--- src/rtl/store_unit.sv ---
// -----------------------------------------------------------------------------
// store_unit
//
// Store path of the MEM stage. A store is narrowed to byte / halfword / word,
// replicated across the byte lanes and given matching byte enables, then
// written to data memory with a req/ack handshake. While the write is
// outstanding the pipeline is stalled. Address errors (AdES) and ack timeouts
// are reported as one-cycle pulses, with the faulting address kept in badvaddr.
//
// Optional feature macro: STORE_MISALIGN_CHECK_EN
//   defined   : misaligned half/word stores and size 2'b11 raise exc_ades.
//   undefined : no alignment check; the address is forced to natural
//               alignment, size 2'b11 is treated as a word, exc_ades = 0.
//
// Parameters
//   ACK_TIMEOUT : REQ cycles without mem_ack before bus_err (>= 2)
//   BIG_ENDIAN  : 0 = little-endian lane order, 1 = big-endian
//
// Ports
//   clk, rst              : clock (rising edge), asynchronous active-high reset
//   st_valid/st_size/
//   st_addr/st_data       : store request from the MEM stage
//   st_ready              : a store is accepted this cycle
//   stall                 : hold the pipeline (write outstanding)
//   st_done               : one-cycle pulse, write completed
//   exc_ades              : one-cycle pulse, store address error
//   bus_err               : one-cycle pulse, ack timeout
//   badvaddr              : last faulting byte address
//   mem_req/mem_addr/
//   mem_wdata/mem_be      : write request to data memory
//   mem_ack               : memory accepted the write
// -----------------------------------------------------------------------------
module store_unit #(
  parameter int ACK_TIMEOUT = 16,
  parameter bit BIG_ENDIAN  = 1'b0
) (
  input  logic        clk,
  input  logic        rst,
  input  logic        st_valid,
  input  logic [1:0]  st_size,
  input  logic [31:0] st_addr,
  input  logic [31:0] st_data,
  output logic        st_ready,
  output logic        stall,
  output logic        st_done,
  output logic        exc_ades,
  output logic        bus_err,
  output logic [31:0] badvaddr,
  output logic        mem_req,
  output logic [31:0] mem_addr,
  output logic [31:0] mem_wdata,
  output logic [3:0]  mem_be,
  input  logic        mem_ack
);

  localparam int             CW       = $clog2(ACK_TIMEOUT);
  localparam logic [CW-1:0]  CNT_LAST = CW'(ACK_TIMEOUT - 1);

  typedef enum logic {
    S_IDLE = 1'b0,
    S_REQ  = 1'b1
  } state_t;

  state_t        state_reg, state_next;
  logic [CW-1:0] cnt_reg;
  logic [31:0]   mem_addr_reg;
  logic [31:0]   mem_wdata_reg;
  logic [3:0]    mem_be_reg;
  logic [31:0]   byte_addr_reg;
  logic [31:0]   badvaddr_reg;
  logic          st_done_reg;
  logic          bus_err_reg;

  logic [1:0]    eff_size;
  logic [31:0]   eff_addr;
  logic          fault;
  logic [3:0]    be_calc;
  logic [31:0]   wdata_calc;
  logic          accept;
  logic          ack_hit;
  logic          timeout_hit;

  // ---------------------------------------------------------------------------
  // Request decode: effective size/address and fault detection.
  // ---------------------------------------------------------------------------
  always_comb begin
    eff_size = st_size;
    eff_addr = st_addr;
    fault    = 1'b0;
`ifdef STORE_MISALIGN_CHECK_EN
    case (st_size)
      2'b01:   fault = st_addr[0];
      2'b10:   fault = |st_addr[1:0];
      2'b11:   fault = 1'b1;
      default: fault = 1'b0;
    endcase
`else
    // Without the check the access is silently snapped to natural alignment.
    case (st_size)
      2'b01: eff_addr[0] = 1'b0;
      2'b10, 2'b11: begin
        eff_size      = 2'b10;
        eff_addr[1:0] = 2'b00;
      end
      default: ;
    endcase
`endif
  end

  // ---------------------------------------------------------------------------
  // Lane placement. Data is replicated on every lane so only the enables
  // depend on endianness.
  // ---------------------------------------------------------------------------
  always_comb begin
    be_calc    = 4'b1111;
    wdata_calc = st_data;
    case (eff_size)
      2'b00: begin
        // Big-endian mirrors the byte lane: index 3 - a == ~a for 2 bits.
        be_calc    = 4'b0001 << (BIG_ENDIAN ? ~eff_addr[1:0] : eff_addr[1:0]);
        wdata_calc = {4{st_data[7:0]}};
      end
      2'b01: begin
        be_calc    = (eff_addr[1] ^ BIG_ENDIAN) ? 4'b1100 : 4'b0011;
        wdata_calc = {2{st_data[15:0]}};
      end
      default: begin
        be_calc    = 4'b1111;
        wdata_calc = st_data;
      end
    endcase
  end

  assign accept      = (state_reg == S_IDLE) && st_valid;
  assign ack_hit     = (state_reg == S_REQ) && mem_ack;
  // An ack in the final counted cycle wins over the timeout.
  assign timeout_hit = (state_reg == S_REQ) && !mem_ack && (cnt_reg == CNT_LAST);

  // ---------------------------------------------------------------------------
  // FSM: next state and handshake outputs. mem_req is decoded from the state
  // register so an asynchronous reset drops it immediately.
  // ---------------------------------------------------------------------------
  always_comb begin
    state_next = state_reg;
    mem_req    = 1'b0;
    stall      = 1'b0;
    st_ready   = 1'b0;
    case (state_reg)
      S_IDLE: begin
        st_ready = 1'b1;
        if (accept && !fault) begin
          state_next = S_REQ;
        end
      end
      S_REQ: begin
        mem_req = 1'b1;
        stall   = 1'b1;
        if (mem_ack || (cnt_reg == CNT_LAST)) begin
          state_next = S_IDLE;
        end
      end
      default: state_next = S_IDLE;
    endcase
  end

  always_ff @(posedge clk or posedge rst) begin
    if (rst) begin
      state_reg     <= S_IDLE;
      cnt_reg       <= '0;
      mem_addr_reg  <= '0;
      mem_wdata_reg <= '0;
      mem_be_reg    <= '0;
      byte_addr_reg <= '0;
      badvaddr_reg  <= '0;
      st_done_reg   <= 1'b0;
      bus_err_reg   <= 1'b0;
    end else begin
      state_reg   <= state_next;
      st_done_reg <= ack_hit;
      bus_err_reg <= timeout_hit;

      // Counter restarts on every entry into REQ.
      if (state_reg == S_REQ) begin
        cnt_reg <= cnt_reg + 1'b1;
      end else begin
        cnt_reg <= '0;
      end

      if (accept && !fault) begin
        mem_addr_reg  <= {eff_addr[31:2], 2'b00};
        mem_wdata_reg <= wdata_calc;
        mem_be_reg    <= be_calc;
        byte_addr_reg <= eff_addr;
      end

      if (accept && fault) begin
        badvaddr_reg <= st_addr;
      end else if (timeout_hit) begin
        badvaddr_reg <= byte_addr_reg;
      end
    end
  end

`ifdef STORE_MISALIGN_CHECK_EN
  logic exc_ades_reg;

  always_ff @(posedge clk or posedge rst) begin
    if (rst) begin
      exc_ades_reg <= 1'b0;
    end else begin
      exc_ades_reg <= accept && fault;
    end
  end

  assign exc_ades = exc_ades_reg;
`else
  assign exc_ades = 1'b0;
`endif

  assign st_done   = st_done_reg;
  assign bus_err   = bus_err_reg;
  assign badvaddr  = badvaddr_reg;
  assign mem_addr  = mem_addr_reg;
  assign mem_wdata = mem_wdata_reg;
  assign mem_be    = mem_be_reg;

endmodule

--- config.mk ---
export PLATFORM = sky130hd
export DESIGN_NAME = store_unit
export DESIGN_NICKNAME = d
export VERILOG_FILES = /design/src/rtl/store_unit.sv
export SDC_FILE = /design/constraint.sdc
export NUM_CORES = 1
export LEC_CHECK = 0
export ABC_AREA = 1
export BUFFER_PORTS_ARGS = -buffer_cell sky130_fd_sc_hd__buf_4
export CAP_MARGIN = 20
export CORE_MARGIN = 5
export CORE_UTILIZATION = 45
export DETAILED_ROUTE_END_ITERATION = 6
export PLACE_DENSITY = 0.73
export SLEW_MARGIN = 25
export SYNTH_ARGS = -nofsm -noshare
export SYNTH_HDL_FRONTEND = slang
export SYNTH_SLANG_ARGS = --single-unit
export TNS_END_PERCENT = 10
--- constraint.sdc ---
create_clock -name clk -period 3.3 [get_ports clk]
set_input_delay 0.495 -clock clk [delete_from_list [all_inputs] [get_ports clk]]
set_output_delay 0.495 -clock clk [all_outputs]
set_load 0.02 [all_outputs]
# After elaboration in Yosys (flattened, before gate mapping)
# Index checks and enable logic that the tools add are counted.
dict set report word_totals {
  out_inout_bits 106
  wordCells 38
  ff_bits 137
  input_bits 70
}
dict set report op_classes {
  eq_ne 5
  shifts 1
  reduce_logical 9
  mux 12
  addsub 1
  n_bitwise 1
}
# operator count
set op_table {}
lappend op_table {{$pmux 32 s2} 1}
lappend op_table {{$mux 4} 2}
lappend op_table {{$pmux 4 s2} 1}
lappend op_table {{$mux 1} 6}
lappend op_table {{$add 4x1->4 const B} 1}
lappend op_table {{$eq 2x1->1 const B} 2}
lappend op_table {{$eq 2x2->1 const B} 2}
lappend op_table {{$eq 4x4->1 const B} 1}
lappend op_table {{$logic_and 1x1->1} 4}
lappend op_table {{$shl 1x2->4 const A} 1}
lappend op_table {{$reduce_or 3->1} 1}
lappend op_table {{$logic_not 2->1} 1}
lappend op_table {{$mux 2} 1}
lappend op_table {{$pmux 1 s2} 1}
lappend op_table {{$reduce_or 2->1} 1}
lappend op_table {{$logic_not 1->1} 1}
lappend op_table {{$logic_or 1x1->1} 1}
lappend op_table {{$not 1->1} 1}

# Longest topological paths before layout
# Gate-level depths: netlist of the first run.
dict set report depth {
  word_depth 5
  ltp_mapped 7
  mapped_depth_nobuf 6
}

# Worst setup path before layout of the first run
# OpenSTA, ideal clock, no wires.
dict set report synth_path {
  path_kind {register to output}
  from {register state_reg}
  to {output st_ready}
  path_buffers 1
  path_stages_with_launch 3
  t_required_ps 2805
  slack_ps 2018
  arrival_time_ps 787
  cell_sequence {dfrtp_1 buf_6 inv_1}
}
dict set report synth_between {
  elab_chain_len 1
}
# item line_no
set synth_lines {}
lappend synth_lines {{start, declared} 64} ;# state_t state_reg, state_next;
lappend synth_lines {{start signal, assigned} 178} ;# state_reg <= state_next;
lappend synth_lines {{$mux 1} 148} ;# case (state_reg)
lappend synth_lines {{end, declared} 43} ;# output logic st_ready,
# Every way passes these cells.

# Final worst setup path of the first run
dict set report layout_path {
  from {register state_reg}
  to {register byte_addr_reg[0]}
}
dict set report layout_between {
  elab_chain_len 2
}
# item line_no
set layout_lines {}
lappend layout_lines {{$not 1->1} -}
lappend layout_lines {{$logic_and 1x1->1} 134} ;# assign accept = (state_reg == S_IDLE) && st_valid;
lappend layout_lines {{end signal, assigned} 193} ;# byte_addr_reg <= eff_addr;
lappend layout_lines {{end, declared} 69} ;# logic [31:0] byte_addr_reg;
# Every way passes these cells.
# A chain may end at the register's enable or synchronous reset.

==> metrics.txt, run 1 <==
number of synthesis warnings 0; pin count of the biggest net entering global routing around 110; P&R area growth vs syn 25.9%; routed wirelength normalized by instance count 14.4 um; effective utilization at floorplan 0.462; Routed met1 length roughly 4900 um; remaining routing DRC violations 0; Critical Path End Type flop; area of the core between 10000 and 15000 um^2; total design power ~3.3 mW; buffers inserted by post-CTS timing repair 0; final-report setup violation count 0; count of nets after finishing around 760; ratio of routed vias to standard cells about 4.8; proportion of layout cells with a drive suffix above 1 0.283; filler instances 952; data arrival time of the critical path 2.13 ns; diode count 0; post-place setup slack between 1 and 1.5 ns; Initial DRC Count roughly 200; clock sink count around 110; floorplan die width roughly 110 um; library cell occupying the most area in the post-synthesis netlist dfrtp_1; number of distinct library cells after synthesis 21; area of the multi-input gates 1610 um^2; clock edge transition at the registers on the reported setup and hold paths approximately 0.11 ns; Routed met3 length 1070 um; reg-to-reg critical path startpoint state_reg; r2r setup slk 1.40 ns; Flop pwr share 0.494; final hold viol count 0; leakage power total 3.44 nW; switching power around 1.2 mW; worst max-slew margin expressed relative to the limit 0.419; area share of the leading cell type in the synthesized netlist 0.561; maximum fanout encountered on the critical timing path 63; result of the run completed; input/output buffers ~170; sequential cell area fraction in the yosys report 0.561; initial antenna violation count 0; vertical die dimension 113 um; Worst Path Required between 3 and 4 ns; CTS Root Cell clkbuf_8; via count 3995; dominant cell by count in the synthesized netlist nand2_1; total routing resource utilization after global routing 0.185; synthesized area per cell 8.43 um^2; antenna violation net count after detailed routing 0; Post-synth EDFFs 0; wire length after detailed routing between 10000 and 15000 um; proportion of register bits with asynchronous set or reset after synthesis 1.00; final-report max-slew violation count 0; first-pass iteration count of the detailed router 6; Setup Crit Path Kind reg -> reg; maximum buffer depth of the clock tree 2; gate count after technology mapping 566; accumulated negative setup slack 0 ns; worst vdd rail ir drop around 0.28 mV; internal power ~2.2 mW; share of total power in the clock network 0.231; later-pin clock latency in the skew report ~0.36 ns; Period minus WS final about 1.9 ns; number of placement rows 37; switching fraction of total power 0.346; wire length of the first global-routing pass ~19000 um; area taken by flip-flops and latches approximately 2700 um^2; residual overflow from global routing 0; final RePlAce weighted congestion about 0.89; H-tree level count 3; least setup slack across all paths after layout 1.40 ns; max frequency about 530 MHz; utilization of the core after routing 0.582; kind of launch point of the worst setup path flop; cell area after synthesis about 4800 um^2; die outline area roughly 13000 um^2; detailed-placement wirelength estimate 8340 um; Worst Reg-to-Reg Cells 4; vias in the first global route around 3800; biggest area contributors in the synthesized netlist dfrtp_1, nand2_1, buf_4; post-route fraction of the period consumed by the critical path 0.576; reported max-cap violation count 0; transition time of the tightest slew-check pin slightly below 0.9 ns; Fin Clk Skew ~0.013 ns; power density relative to cell area approximately 550 nW/um^2; leading post-synthesis cells by instance count nand2_1, dfrtp_1, o21ai_0; Post-CTS Hold Buffers 0; ports placed on the boundary 176; CTS buffer count 9; worst reg2reg endpoint byte_addr_reg[0]; classification of the worst-slack hold path in -> async; most frequently used flop master after synthesis dfrtp_1; placed cell area about 5800 um^2; Yosys reg bits between 100 and 150; CTS tree done; total non-filler cell area in the finished layout roughly 6000 um^2; cells resized by post-CTS repair 0; top routing layer in use met4; DR WL met2 around 5900 um; RSZ-0062 raised after global routing no; combinational share of power 0.276
stage by stage:
step	std cells	hold WS, ns
after floorplan	568	0.433
after global placement	816	0.455
after detailed placement	816	0.457
after CTS	831	0.311
after global routing	831	0.314
final	831	0.278
how the worst max path moves through the flow:
stage	start	endpoint	slack, ns
6_report	state_reg	byte_addr_reg[0]	1.40
5_1_grt	state_reg	mem_wdata[22]	1.17
2_1_floorplan	rst	badvaddr[0]	1.52
3_3_place_gp	st_valid	mem_wdata[21]	1.45
4_1_cts	state_reg	st_ready	1.42
3_5_place_dp	st_valid	mem_be[2]	1.40
final cells by class:
| cell class | instances | share of cell area |
|---|---|---|
| sequential | 107 | 0.446 |
| multi-input combinational | 388 | 0.268 |
| timing repair buffer | 174 | 0.219 |
| tap | 136 | 0.0283 |
| clock buffer | 10 | 0.0229 |
| inverter | 11 | 0.00812 |
| clock inverter | 5 | 0.00771 |
logic make-up after synthesis:
group / after synthesis / synth area share
DFF: 107 / 0.561
buffers and inverters: 73 / 0.103
AOI/OAI and AO/OA: 52 / 0.0545
adders and majority gates: 1 / 0.00262
and+or+nand+nor: 332 / 0.278
other: 1 / 0.000786
power groups by stage:
stage          registers, mW  clock network (mW)  logic (mW)
2_1_floorplan           1.75                   0       0.511
3_3_place_gp            1.66                   0       0.913
3_5_place_dp            1.66                   0       0.928
4_1_cts                 1.64               0.783       0.927
5_1_grt                 1.67               0.841       0.997
6_report                1.64               0.767       0.916
critical path, stage by stage, from the launching register on:
cell      delay [ns]
dfrtp_1         0.57
nor2_8          0.18
clkinv_2        0.67
nand2_1         0.25
o21ai_1         0.09
cells in the final DEF, fill, tap and decap left out:
cell type / netlist / routed
nand2_4: 1 / 1
inv_4: 1 / 1
inv_8: 0 / 2
o21ai_1: 3 / 3
nand3_1: 14 / 14
o21ai_0: 48 / 48
nand3_4: 1 / 1
a21oi_1: 1 / 1
nor2_1: 35 / 35
buf_4: 42 / 173
nand2_1: 278 / 278
inv_6: 0 / 1
ha_1: 1 / 1
clkinvlp_4: 0 / 3
clkbuf_8: 0 / 10
dfrtp_1: 107 / 107
buf_12: 0 / 1
nor2_8: 2 / 2
clkinv_2: 0 / 1
conb_1: 1 / 3
inv_1: 9 / 8
nor2_4: 1 / 1
routing by layer:
metal	GRT usage	vias up
met1	0.239	1877
met2	0.303	155
met3	0.0578	10
li1	-	1953
met5	0	-
met4	0.0497	0
Note: power is estimated with default switching activity, not from simulation.
==> run 2, diff against run 1 <==
--- a/config.mk
+++ b/config.mk
@@ -9,9 +9,9 @@
 export BUFFER_PORTS_ARGS = -buffer_cell sky130_fd_sc_hd__buf_4
 export CAP_MARGIN = 20
 export CORE_MARGIN = 5
-export CORE_UTILIZATION = 45
+export CORE_UTILIZATION = 49
 export DETAILED_ROUTE_END_ITERATION = 6
-export PLACE_DENSITY = 0.73
+export PLACE_DENSITY = 0.75
 export SLEW_MARGIN = 25
 export SYNTH_ARGS = -nofsm -noshare
 export SYNTH_HDL_FRONTEND = slang
==> constraint.sdc (replaced) <==
create_clock -name clk -period 1.9 [get_ports clk]
set_input_delay 0.285 -clock clk [delete_from_list [all_inputs] [get_ports clk]]
set_output_delay 0.285 -clock clk [all_outputs]
set_load 0.02 [all_outputs]
==> metrics.txt, run 2 (synthesis results as in run 1) <==
clock sink count approximately 110; post-route fraction of the period consumed by the critical path 0.852; final-report setup violation count 0; pin count of the biggest net entering global routing 75; first-pass iteration count of the detailed router 4; count of nets after finishing roughly 770; area of the core a little under 10000 um^2; diode count 0; area taken by flip-flops and latches about 2700 um^2; CTS tree done; r2r setup slk about 0.42 ns; final hold viol count 0; ports placed on the boundary 176; floorplan die width 109 um; initial antenna violation count 0; residual overflow from global routing 0; result of the run completed; classification of the worst-slack hold path in -> reg; wire length after detailed routing approximately 12000 um; H-tree level count 3; Worst path slowest cell dfrtp_1; antenna violation net count after detailed routing 0; later-pin clock latency in the skew report 0.36 ns; vias in the first global route between 3000 and 4000; wire length of the first global-routing pass 19700 um; power density relative to cell area ~970 nW/um^2; accumulated negative setup slack 0 ns; max frequency a little over 600 MHz; buffers inserted by post-CTS timing repair 0; effective utilization at floorplan 0.495; P&R area growth vs syn 28.5%; CTS Root Cell clkbuf_8; post-place setup slack 0.415 ns; Period minus WS final 1.62 ns; routed wirelength normalized by instance count between 10 and 15 um; maximum single-stage delay on the critical path about 0.65 ns; cell chain of the critical path inv_1 > buf_4; most common cell after layout, fill and taps aside nand2_1; Worst Path Required between 1.5 and 2 ns; final-report max-slew violation count 0; CTS buffer count 9; final RePlAce weighted congestion approximately 0.84; remaining routing DRC violations 0; leakage power total between 3 and 4 nW; input/output buffers approximately 170; total routing resource utilization after global routing 0.212; proportion of layout cells with a drive suffix above 1 0.290; maximum buffer depth of the clock tree 2; least setup slack across all paths after layout 0.282 ns; data arrival time of the critical path roughly 1.3 ns; die outline area about 12000 um^2; Initial DRC Count 173; vertical die dimension between 100 and 150 um; area of the multi-input gates 1610 um^2; filler instances 887; Critical Path End Type primary output; RSZ-0062 raised after global routing no; number of placement rows 36; leading cell types in the layout, fill and taps excluded nand2_1, buf_4, dfrtp_1; total design power 5.94 mW; reported max-cap violation count 0; detailed-placement wirelength estimate ~8900 um; Setup Crit Path Kind reg -> out; ratio of routed vias to standard cells approximately 4.8; via count ~4000; clock edge transition at the registers on the reported setup and hold paths ~0.11 ns; worst vdd rail ir drop between 0.5 and 0.6 mV; Fin Clk Skew about 0.011 ns; maximum fanout encountered on the critical timing path 10; kind of launch point of the worst setup path flop
## run 2: final cells by class
type                       instances  area share
clock buffer                      10      0.0224
sequential                       107       0.437
tap                              133      0.0271
multi-input combinational        388       0.262
clock inverter                     6      0.0116
inverter                          11     0.00775
timing repair buffer             181       0.232
## run 2: per-stage QoR
step	area, um^2	utilization	hold slack [ns]	std cells
3_5_place_dp	5910	0.614	0.262	819
5_1_grt	6130	0.636	0.110	836
4_1_cts	6130	0.636	0.109	836
3_3_place_gp	5910	0.614	0.250	819
6_report	6130	0.636	0.116	836
2_1_floorplan	4780	-	0.389	568
## run 2: per-layer routing
layer	GRT usage	vias to the layer above	routed length, um	share of wire
met5	0	-	0	0
met4	0.0595	0	112	0.0092
met3	0.0610	9	989	0.081
met2	0.357	129	6220	0.51
met1	0.267	1900	4920	0.40
li1	-	1969	-	-
## run 2: worst max-delay path: cells and delay by family (launching register included)
family   cells  cell delay [ns]
buf+inv      2             0.34
flops        1             0.65
## run 2: power breakdown
part / internal, mW / switching (mW) / leakage, nW / total [mW]
combinational: 0.680 / 0.959 / 2.03 / 1.64
sequential: 2.60 / 0.242 / 1.37 / 2.84
clock: 0.663 / 0.805 / 0.105 / 1.47
total: 3.94 / 2.01 / 3.51 / 5.94
## run 2: final timing paths
kind,start,end,cells past startpoint
setup / recovery,state_reg,st_ready,2
hold / removal,st_addr[19],byte_addr_reg[19],3
setup reg to reg,cnt_reg[0],badvaddr[0],5
hold reg to reg,mem_wdata[5],mem_wdata[5],2
max in group asynchronous,rst,mem_wdata[20],4
min in group asynchronous,rst,mem_wdata[0],3
## run 2: what timing repair did
item                                    4_1_cts  5_1_grt
endpoints found under the setup margin        0        0
hold buffers                                  1        0
resized for setup                             0        0
endpoints found under the hold margin         7        0
==> run 3, diff against run 2 <==
--- a/config.mk
+++ b/config.mk
@@ -11,7 +11,7 @@
 export CORE_MARGIN = 5
 export CORE_UTILIZATION = 49
 export DETAILED_ROUTE_END_ITERATION = 6
-export PLACE_DENSITY = 0.75
+export PLACE_DENSITY = 0.79
 export SLEW_MARGIN = 25
 export SYNTH_ARGS = -nofsm -noshare
 export SYNTH_HDL_FRONTEND = slang
==> metrics.txt, run 3 (synthesis results as in run 1) <==
result of the run completed; residual overflow from global routing 0; worst vdd rail ir drop about 0.51 mV; max frequency around 620 MHz; H-tree level count 3; wire length of the first global-routing pass between 15000 and 20000 um; buffers inserted by post-CTS timing repair 0; detailed-placement wirelength estimate approximately 9000 um; clock edge transition at the registers on the reported setup and hold paths 0.11 ns; startpoint of the most critical setup path state_reg; die outline area ~12000 um^2; accumulated negative setup slack 0 ns; area taken by flip-flops and latches 2680 um^2; leakage power total 3.52 nW; CTS buffer count 9; clock sink count between 100 and 150; ports placed on the boundary ~180; pin count of the biggest net entering global routing 44; total routing resource utilization after global routing 0.211; vertical die dimension approximately 110 um; least setup slack across all paths after layout about 0.29 ns; effective utilization at floorplan 0.495; leading cell types in the layout, fill and taps excluded nand2_1, buf_4, dfrtp_1; Setup Crit Path Kind reg -> out; area of the multi-input gates 1610 um^2; number of placement rows 36; kind of launch point of the worst setup path flop; ratio of routed vias to standard cells just under 5; classification of the worst-slack hold path in -> reg; startpoint of the lowest-slack hold path st_addr[20]; reported max-cap violation count 0; maximum buffer depth of the clock tree 2; final hold viol count 0; maximum fanout encountered on the critical timing path 10; count of placed standard cells including taps approximately 800; floorplan die width 109 um; routed wirelength normalized by instance count between 10 and 15 um; CTS Root Cell clkbuf_8; post-place setup slack ~0.37 ns; power density relative to cell area slightly below 1000 nW/um^2; area of the core around 9600 um^2; Period minus WS final roughly 1.6 ns; via count about 4100; filler instances 881; count of nets after finishing 770; first-pass iteration count of the detailed router 5; post-route fraction of the period consumed by the critical path 0.846; remaining routing DRC violations 0; final RePlAce weighted congestion roughly 0.93; proportion of layout cells with a drive suffix above 1 0.291; wire length after detailed routing between 10000 and 15000 um; reg-to-reg critical path startpoint state_reg; vias in the first global route 4034; Fin Clk Skew between 0.01 and 0.015 ns; final-report setup violation count 0; number of standard cells in the final layout excluding fillers 837; Worst Path Required ~1.6 ns; most common cell after layout, fill and taps aside nand2_1; input/output buffers roughly 170; final-report max-slew violation count 0; antenna violation net count after detailed routing 0; cells resized by post-CTS repair 0; Post-CTS Hold Buffers 1; P&R area growth vs syn 28.7%; diode count 0; later-pin clock latency in the skew report between 0.3 and 0.4 ns; CTS tree done; data arrival time of the critical path between 1 and 1.5 ns; RSZ-0062 raised after global routing no; Initial DRC Count 160; initial antenna violation count 0; Critical Path End Type primary output
run 3: cell types whose count changed in the layout (fill, tap and decap cells not counted), sizes merged:
cell | before | now
bufinv | 1 | 2
buf | 180 | 181
inv | 13 | 12
clkinv | 1 | 2
clkinvlp | 2 | 1
run 3: final cells by class:
type / count / share of cell area
clock buffer: 10 / 0.0224
clock inverter: 6 / 0.0155
inverter: 11 / 0.00774
multi-input combinational: 388 / 0.262
sequential: 107 / 0.436
tap: 133 / 0.0271
timing repair buffer: 182 / 0.229
run 3: stage by stage:
step                      power (mW)  area (um^2)   util  hold WS [ns]
after CTS                       6.12         6140  0.637         0.102
after global placement          4.49         5900  0.612         0.296
after floorplan                 3.92         4780      -         0.389
after detailed placement        4.54         5900  0.612         0.297
final                           6.06         6140  0.637         0.121
after global routing            6.38         6140  0.637         0.104
run 3: worst paths after layout:
check                                    endpoint  slack, ns  cells after the start
worst max-delay path                     st_ready       0.29                      2
worst max register to register       badvaddr[19]       0.36                      4
worst min-delay path            byte_addr_reg[20]       0.12                      3
max in group asynchronous       byte_addr_reg[24]       0.83                      4
worst min register to register        badvaddr[1]       0.48                      2
min in group asynchronous               mem_be[3]       0.48                      3
run 3: per-layer routing:
metal | share of wire | vias up | global-route usage
li1 | - | 1977 | -
met1 | 0.40 | 1914 | 0.262
met2 | 0.49 | 140 | 0.350
met3 | 0.087 | 20 | 0.0598
met4 | 0.020 | 0 | 0.0830
met5 | 0 | - | 0
run 3: critical path, stage by stage (launching register included):
cell     delay [ns]
dfrtp_1        0.66
inv_1          0.13
buf_4          0.19
run 3: where the power goes:
part,internal (mW),switching [mW]
Sequential,2.60,0.253
Combinational,0.672,0.966
Clock,0.794,0.785
Total,4.06,2.00
